### config.mk
export PLATFORM = sky130hd
export DESIGN_NAME = mod_updown_counter_flat
export DESIGN_NICKNAME = d
export VERILOG_FILES = /design/src/rtl/counter_pkg.sv /design/src/rtl/mod_updown_counter_if.sv /design/src/rtl/mod_step_calc.sv /design/src/rtl/mod_updown_counter.sv /design/src/flat_wrapper.sv
export SDC_FILE = /design/constraint.sdc
export NUM_CORES = 1
export LEC_CHECK = 0
export ABC_AREA = 1
export CORE_AREA = 2 2 90 92
export DETAILED_ROUTE_END_ITERATION = 10
export DIE_AREA = 0 0 92 94
export GPL_TIMING_DRIVEN = 0
export PLACE_DENSITY = 0.82
export SETUP_SLACK_MARGIN = 0.15
export SYNTH_ARGS = -nofsm -noshare
export SYNTH_HDL_FRONTEND = slang
export SYNTH_SLANG_ARGS = --single-unit
export TNS_END_PERCENT = 1
### constraint.sdc
create_clock -name clk -period 5.8 [get_ports clk]
set_clock_uncertainty 0.15 [all_clocks]
set_input_delay 1.16 -clock clk [delete_from_list [all_inputs] [get_ports clk]]
set_output_delay 1.16 -clock clk [all_outputs]
set_load 0.05 [all_outputs]
### src/rtl/counter_pkg.sv
// Shared constants and helpers for the modulo up/down counter family.
package counter_pkg;

  localparam logic DIR_UP    = 1'b1;
  localparam logic DIR_DOWN  = 1'b0;
  localparam logic MODE_WRAP = 1'b0;
  localparam logic MODE_SAT  = 1'b1;

  // A modulus is usable when it is in [2, 2^w].
  function automatic logic mod_legal(input logic [31:0] mod_v, input int unsigned w);
    return (mod_v >= 32'd2) && (mod_v <= (32'd1 << w));
  endfunction

endpackage

### src/rtl/mod_updown_counter_if.sv
// Control/status bundle between a counter client and mod_updown_counter.
interface mod_updown_counter_if #(
  parameter int W  = 8,
  parameter int SW = 4,
  parameter int CW = 8
);
  logic          en;
  logic          up_down;
  logic [SW-1:0] step;
  logic          sat_mode;
  logic          load;
  logic [W-1:0]  load_val;
  logic          mod_we;
  logic [W:0]    mod_val;
  logic [W-1:0]  count;
  logic [W:0]    mod;
  logic          tc;
  logic          mod_err;
  logic [CW-1:0] wraps;

  modport master (
    output en, up_down, step, sat_mode, load, load_val, mod_we, mod_val,
    input  count, mod, tc, mod_err, wraps
  );

  modport slave (
    input  en, up_down, step, sat_mode, load, load_val, mod_we, mod_val,
    output count, mod, tc, mod_err, wraps
  );
endinterface

### src/rtl/mod_step_calc.sv
// Combinational next-count for one step of size s inside modulus mod.
module mod_step_calc
  import counter_pkg::*;
#(
  parameter int W = 8
) (
  input  logic [W-1:0] i_count,
  input  logic [W:0]   i_mod,
  input  logic [W:0]   i_step,
  input  logic         i_dir,
  input  logic         i_mode,
  output logic [W-1:0] o_next,
  output logic         o_boundary
);

  logic [W:0] w_cnt_ext;
  logic [W:0] w_res;

  // W+1-bit arithmetic: count + s and count + mod cannot overflow.
  always_comb begin
    w_cnt_ext  = {1'b0, i_count};
    w_res      = w_cnt_ext;
    o_boundary = 1'b0;
    if (i_step == '0) begin
      w_res = w_cnt_ext;
    end else if (i_dir == DIR_UP) begin
      w_res = w_cnt_ext + i_step;
      if (w_res >= i_mod) begin
        o_boundary = 1'b1;
        if (i_mode == MODE_SAT) begin
          w_res = i_mod - (W+1)'(1);
        end else begin
          w_res = w_res - i_mod;
        end
      end else begin
        o_boundary = 1'b0;
      end
    end else begin
      if (i_step <= w_cnt_ext) begin
        w_res = w_cnt_ext - i_step;
      end else begin
        o_boundary = 1'b1;
        if (i_mode == MODE_SAT) begin
          w_res = '0;
        end else begin
          w_res = w_cnt_ext + i_mod - i_step;
        end
      end
    end
    o_next = w_res[W-1:0];
  end

endmodule

### src/rtl/mod_updown_counter.sv
// Programmable-modulus up/down counter with load, wrap/saturate and event counting.
module mod_updown_counter
  import counter_pkg::*;
#(
  parameter int W  = 8,
  parameter int N  = 10,
  parameter int SW = 4,
  parameter int CW = 8
) (
  input  logic clk,
  input  logic reset,
  mod_updown_counter_if.slave bus
);

  localparam int XW = (SW > W + 1) ? SW : W + 1;

  logic [W-1:0]  r_count;
  logic [W:0]    r_mod;
  logic          r_tc;
  logic          r_mod_err;
  logic [CW-1:0] r_wraps;

  logic [W-1:0]  w_count_nxt;
  logic [W:0]    w_mod_nxt;
  logic          w_tc_nxt;
  logic          w_err_nxt;
  logic [CW-1:0] w_wraps_nxt;
  logic          w_mod_ok;
  logic [W:0]    w_mod_m1;
  logic [XW-1:0] w_step_x;
  logic [XW-1:0] w_mm1_x;
  logic [XW-1:0] w_s_x;
  logic [W:0]    w_s;
  logic [W-1:0]  w_step_next;
  logic          w_step_bnd;

  // Effective step is clamped to mod-1 so a single step never crosses twice.
  always_comb begin
    w_mod_m1 = r_mod - (W+1)'(1);
    w_step_x = XW'(bus.step);
    w_mm1_x  = XW'(w_mod_m1);
    if (w_step_x < w_mm1_x) begin
      w_s_x = w_step_x;
    end else begin
      w_s_x = w_mm1_x;
    end
    w_s = w_s_x[W:0];
  end

  mod_step_calc #(.W(W)) u_step (
    .i_count    (r_count),
    .i_mod      (r_mod),
    .i_step     (w_s),
    .i_dir      (bus.up_down),
    .i_mode     (bus.sat_mode),
    .o_next     (w_step_next),
    .o_boundary (w_step_bnd)
  );

  // Priority: accepted modulus write, then load, then enabled step.
  always_comb begin
    w_mod_ok    = mod_legal(32'(bus.mod_val), W);
    w_count_nxt = r_count;
    w_mod_nxt   = r_mod;
    w_tc_nxt    = 1'b0;
    w_err_nxt   = bus.mod_we & ~w_mod_ok;
    w_wraps_nxt = r_wraps;
    if (bus.mod_we && w_mod_ok) begin
      w_mod_nxt = bus.mod_val;
      if ({1'b0, r_count} >= bus.mod_val) begin
        w_count_nxt = '0;
      end else begin
        w_count_nxt = r_count;
      end
    end else if (bus.load) begin
      if ({1'b0, bus.load_val} < r_mod) begin
        w_count_nxt = bus.load_val;
      end else begin
        w_count_nxt = w_mod_m1[W-1:0];
      end
    end else if (bus.en) begin
      w_count_nxt = w_step_next;
      if (w_step_bnd) begin
        w_tc_nxt    = 1'b1;
        w_wraps_nxt = r_wraps + CW'(1);
      end else begin
        w_tc_nxt    = 1'b0;
      end
    end else begin
      w_count_nxt = r_count;
    end
  end

  // State registers; reset restores the power-on modulus N.
  always_ff @(posedge clk or posedge reset) begin
    if (reset) begin
      r_count   <= '0;
      r_mod     <= (W+1)'(N);
      r_tc      <= 1'b0;
      r_mod_err <= 1'b0;
      r_wraps   <= '0;
    end else begin
      r_count   <= w_count_nxt;
      r_mod     <= w_mod_nxt;
      r_tc      <= w_tc_nxt;
      r_mod_err <= w_err_nxt;
      r_wraps   <= w_wraps_nxt;
    end
  end

  assign bus.count   = r_count;
  assign bus.mod     = r_mod;
  assign bus.tc      = r_tc;
  assign bus.mod_err = r_mod_err;
  assign bus.wraps   = r_wraps;

endmodule
### src/flat_wrapper.sv
// flat-port wrapper written by rule: the top's interface ports become plain ports
module mod_updown_counter_flat import counter_pkg::*;
#(
  parameter int W  = 8,
  parameter int N  = 10,
  parameter int SW = 4,
  parameter int CW = 8
)
  (clk, reset, bus_en, bus_up_down, bus_step, bus_sat_mode, bus_load, bus_load_val, bus_mod_we, bus_mod_val, bus_count, bus_mod, bus_tc, bus_mod_err, bus_wraps);
  mod_updown_counter_if #(.W(W), .SW(SW), .CW(CW)) bus_i ();
  input  logic clk;
  input  logic reset;
  input wire logic [$bits(bus_i.en)-1:0] bus_en;
  input wire logic [$bits(bus_i.up_down)-1:0] bus_up_down;
  input wire logic [$bits(bus_i.step)-1:0] bus_step;
  input wire logic [$bits(bus_i.sat_mode)-1:0] bus_sat_mode;
  input wire logic [$bits(bus_i.load)-1:0] bus_load;
  input wire logic [$bits(bus_i.load_val)-1:0] bus_load_val;
  input wire logic [$bits(bus_i.mod_we)-1:0] bus_mod_we;
  input wire logic [$bits(bus_i.mod_val)-1:0] bus_mod_val;
  output wire logic [$bits(bus_i.count)-1:0] bus_count;
  output wire logic [$bits(bus_i.mod)-1:0] bus_mod;
  output wire logic [$bits(bus_i.tc)-1:0] bus_tc;
  output wire logic [$bits(bus_i.mod_err)-1:0] bus_mod_err;
  output wire logic [$bits(bus_i.wraps)-1:0] bus_wraps;
  assign bus_i.en = bus_en;
  assign bus_i.up_down = bus_up_down;
  assign bus_i.step = bus_step;
  assign bus_i.sat_mode = bus_sat_mode;
  assign bus_i.load = bus_load;
  assign bus_i.load_val = bus_load_val;
  assign bus_i.mod_we = bus_mod_we;
  assign bus_i.mod_val = bus_mod_val;
  assign bus_count = bus_i.count;
  assign bus_mod = bus_i.mod;
  assign bus_tc = bus_i.tc;
  assign bus_mod_err = bus_i.mod_err;
  assign bus_wraps = bus_i.wraps;
  mod_updown_counter #(.W(W), .N(N), .SW(SW), .CW(CW)) u_core (.clk(clk), .reset(reset), .bus(bus_i));
endmodule
==> results.py <==
metrics = {
    "run_status": {
        "run_status": "finished clean",
    },
    "synth": {
        "synth_top_area_share_pct": 19.2,
        "synth-seq-area-share_pct": 15.5,
        "ys_seq_elements": 27,
        "synth.distinct_cells": 39,
        "syn_area_sq_um": 4370,
        "yosys.area.top_type": "nand2_1",
        "synth_area_leaders": "nand2_1 19%, ha_1 19%, dfrtp_1 14%, inv_1 8.5%, nand3_1 6.2%",
        "syn_inst": 695,
        "syn_avg_cell_area_sq_um": 6.29,
        "yosysWarnings": 0,
    },
    "floorplanning": {
        "start_util_pct": 57.5,
        "fp.dieArea_sq_um": 8650,
        "core.rowCount": 32,
        "pin_count": 55,
        "fp.coreArea_sq_um": 7610,
        "die_x_microns": 92,
        "die_height_microns": 94,
    },
    "worst_setup_path": {
        "crit_start": "bus_step[3]",
        "critPathArrivalTime_ps": 5410,
        "reg2reg_from": "u_core.bus.mod[0]$_DFFE_PP0P_",
        "slowest_delay_ps": 490,
        "cp_max_fo": 10,
        "ff2ff_path_depth": 34,
        "worstSetupEndpointType": "flip-flop",
        "crit_top_cell": "nand2_1",
        "worstPathRequired_ps": 5820,
        "slowest_stage": "clkdlybuf4s50_1",
        "worstSetupPathType": "input port to flip-flop",
        "crit_path_start_kind": "input port",
    },
    "sta": {
        "slew_violations": 0,
        "worst_pin_slew_ps": 1000,
        "fin_crit_sh_pct": 92.9,
        "timing.hold.ws_ps": 400,
        "relSlewSlack_pct": 33.1,
        "totalNegativeSetupSlack_ps": 0,
        "final-setup-viol-count": 0,
        "fmax_mhz": 186,
        "period_minus_slack_ps": 5390,
        "finalHoldViolCount": 0,
        "rsz0062_at_grt": "no",
    },
    "clock_network": {
        "clkTransAtPathRegs_ps": 100,
        "cts_root_buffer": "clkbuf_8",
        "clk_latency_ps": 280,
        "cts_sinks": 27,
        "ctsHtreeMaxLevel": 1,
        "clock_path_buffers": 2,
        "cts_buffers": 3,
        "cts_tree": "built",
        "ctsHoldBuffers": 0,
    },
    "placement": {
        "port_buffers": 53,
        "gp_congestion": 0.939,
        "dpl.hpwl_microns": 10500,
    },
    "global_route": {
        "grt_busiest_layer": "met2",
        "grt_use_met2_pct": 53.3,
        "grt_start_max_net_pins": 28,
        "first_global_vias": 4633,
        "gr-usage-met3_pct": 2.09,
        "grt_pass1_wl_microns": 21600,
        "grt_overflow_total": 0,
        "gr-usage-met1_pct": 40.7,
        "grtUsageTotal_pct": 31.0,
        "antenna_found_initial": 0,
    },
    "cells_and_area": {
        "n_antenna_cell": 0,
        "syn_to_final_growth_pct": 20.4,
        "nets": 871,
        "final_common_cell": "nand2_1",
        "layout_common_cells": "219 x nand2_1, 99 x inv_1, 60 x ha_1",
        "layout-drive-gt1-share_pct": 7.15,
        "fin_util_pct": 69.2,
    },
    "route": {
        "routed_via_density": 5.64,
        "remaining_drc_errors": 0,
        "routed_wl_microns": 13400,
        "first_iter_violations": 419,
        "dr.pass1.iters": 6,
        "drt-wirelength-per-cell_microns": 15.3,
        "num_vias": 4911,
        "ant_nets": 0,
    },
    "pwr": {
        "ir_worst_vdd_mv": 0.435,
        "p_leak_nw": 2.84,
        "power_mw": 2.86,
        "power.density_nw_per_um2": 543,
    },
    "worst_hold_path": {
        "holdPathStages": 2,
        "hold_path.class": "flip-flop to flip-flop",
        "hp-start": "u_core.bus.wraps[7]$_DFFE_PP0P_",
    },
    "flow_run": {
        "cap_violations": 0,
    },
}
final cells by class:
class                           count  area (sq um)
Multi-Input combinational cell    566          3380
Fill cell                         663          2350
Sequential cell                    27           679
Timing Repair Buffer               59           581
Inverter                          101           382
Tap cell                          102           128
Buffer                             12          65.1
Clock buffer                        3          41.3
Clock inverter                      1          7.51
logic make-up (layout without fill, tap and decap cells):
| group | count (synthesis) | in the layout | share of synthesized area [%] |
|---|---|---|---|
| DFF | 27 | 27 | 15.5 |
| other | 2 | 13 | 0.172 |
| and+or+nand+nor | 376 | 376 | 37.4 |
| adders and majority gates | 73 | 73 | 22.1 |
| AOI/OAI and AO/OA | 83 | 83 | 10.2 |
| xor gates and xnor gates | 21 | 21 | 4.64 |
| buffers and inverters | 113 | 176 | 9.93 |
sequential cells by signal (all words and copies together) (netlist names):
name	count
u_core.bus.wraps	8
u_core.bus.count	8
u_core.bus.mod	9
u_core.bus.mod_err	1
u_core.bus.tc	1
worst max-delay path, delay by kind of cell:
family                   cells  cell delay (ps)
AND/OR/NAND/NOR             19             2040
buffers and inverters        5             1010
adder cells (fa/ha/maj)      3              930
AO/OA/AOI/OAI                2              250
worst paths after layout:
kind	end	slack [ps]
max	u_core.bus.count[3]$_DFFE_PP0P_	410
min	u_core.bus.wraps[7]$_DFFE_PP0P_	400
max reg2reg	u_core.bus.count[3]$_DFFE_PP0P_	460
min reg2reg	u_core.bus.wraps[7]$_DFFE_PP0P_	400
max in group asynchronous	u_core.bus.mod[0]$_DFFE_PP0P_	3560
min in group asynchronous	u_core.bus.tc$_DFF_PP0_	1270
synthesized netlist by cell type:
cell,number
nor2_1,50
nand3_4,1
or2_2,6
nor2_2,3
ha_1,66
nor4_1,1
nand2b_1,2
a21o_1,3
o21ai_0,32
inv_2,1
fa_1,7
o21ai_2,1
o21ai_1,7
nand2_4,1
xor2_1,10
o211ai_1,3
dfrtp_1,25
xnor2_1,10
buf_2,2
inv_1,99
nand4_1,26
nor2_4,3
a21oi_1,31
o31ai_1,1
nor3_1,2
clkbuf_1,9
nand2_1,223
a21oi_2,1
conb_1,2
buf_6,1
o21bai_1,1
dfstp_2,2
clkinv_1,1
nand2_2,1
o21a_1,1
xor2_4,1
nand3b_1,3
a31oi_1,2
nand3_1,54
metal layers:
layer | vias up | wire, microns
li1 | 2369 | -
met1 | 2242 | 5650
met2 | 248 | 6200
met3 | 52 | 965
met4 | 0 | 553
met5 | - | 0
where the power goes:
group / switching (mW) / total, mW / internal (mW)
registers: 0.132 / 0.369 / 0.236
clock network: 0.0612 / 0.110 / 0.0488
logic: 1.49 / 2.38 / 0.886
total: 1.69 / 2.86 / 1.17
metrics by stage:
step | cell area [sq um] | cells | worst slack (ps)
global route | 5260 | 871 | 139
finish | 5260 | 871 | 413
detailed placement | 5070 | 861 | -674
floorplan | 4410 | 706 | 775
global placement | 5070 | 861 | -546
CTS | 5150 | 868 | 57.3
what timing repair did:
action,in CTS,in global routing
resized for setup,4,26
setup buffers,3,3
pin swaps,2,4
setup endpoints to repair,17,17
Power figures use the tool's default switching activity.
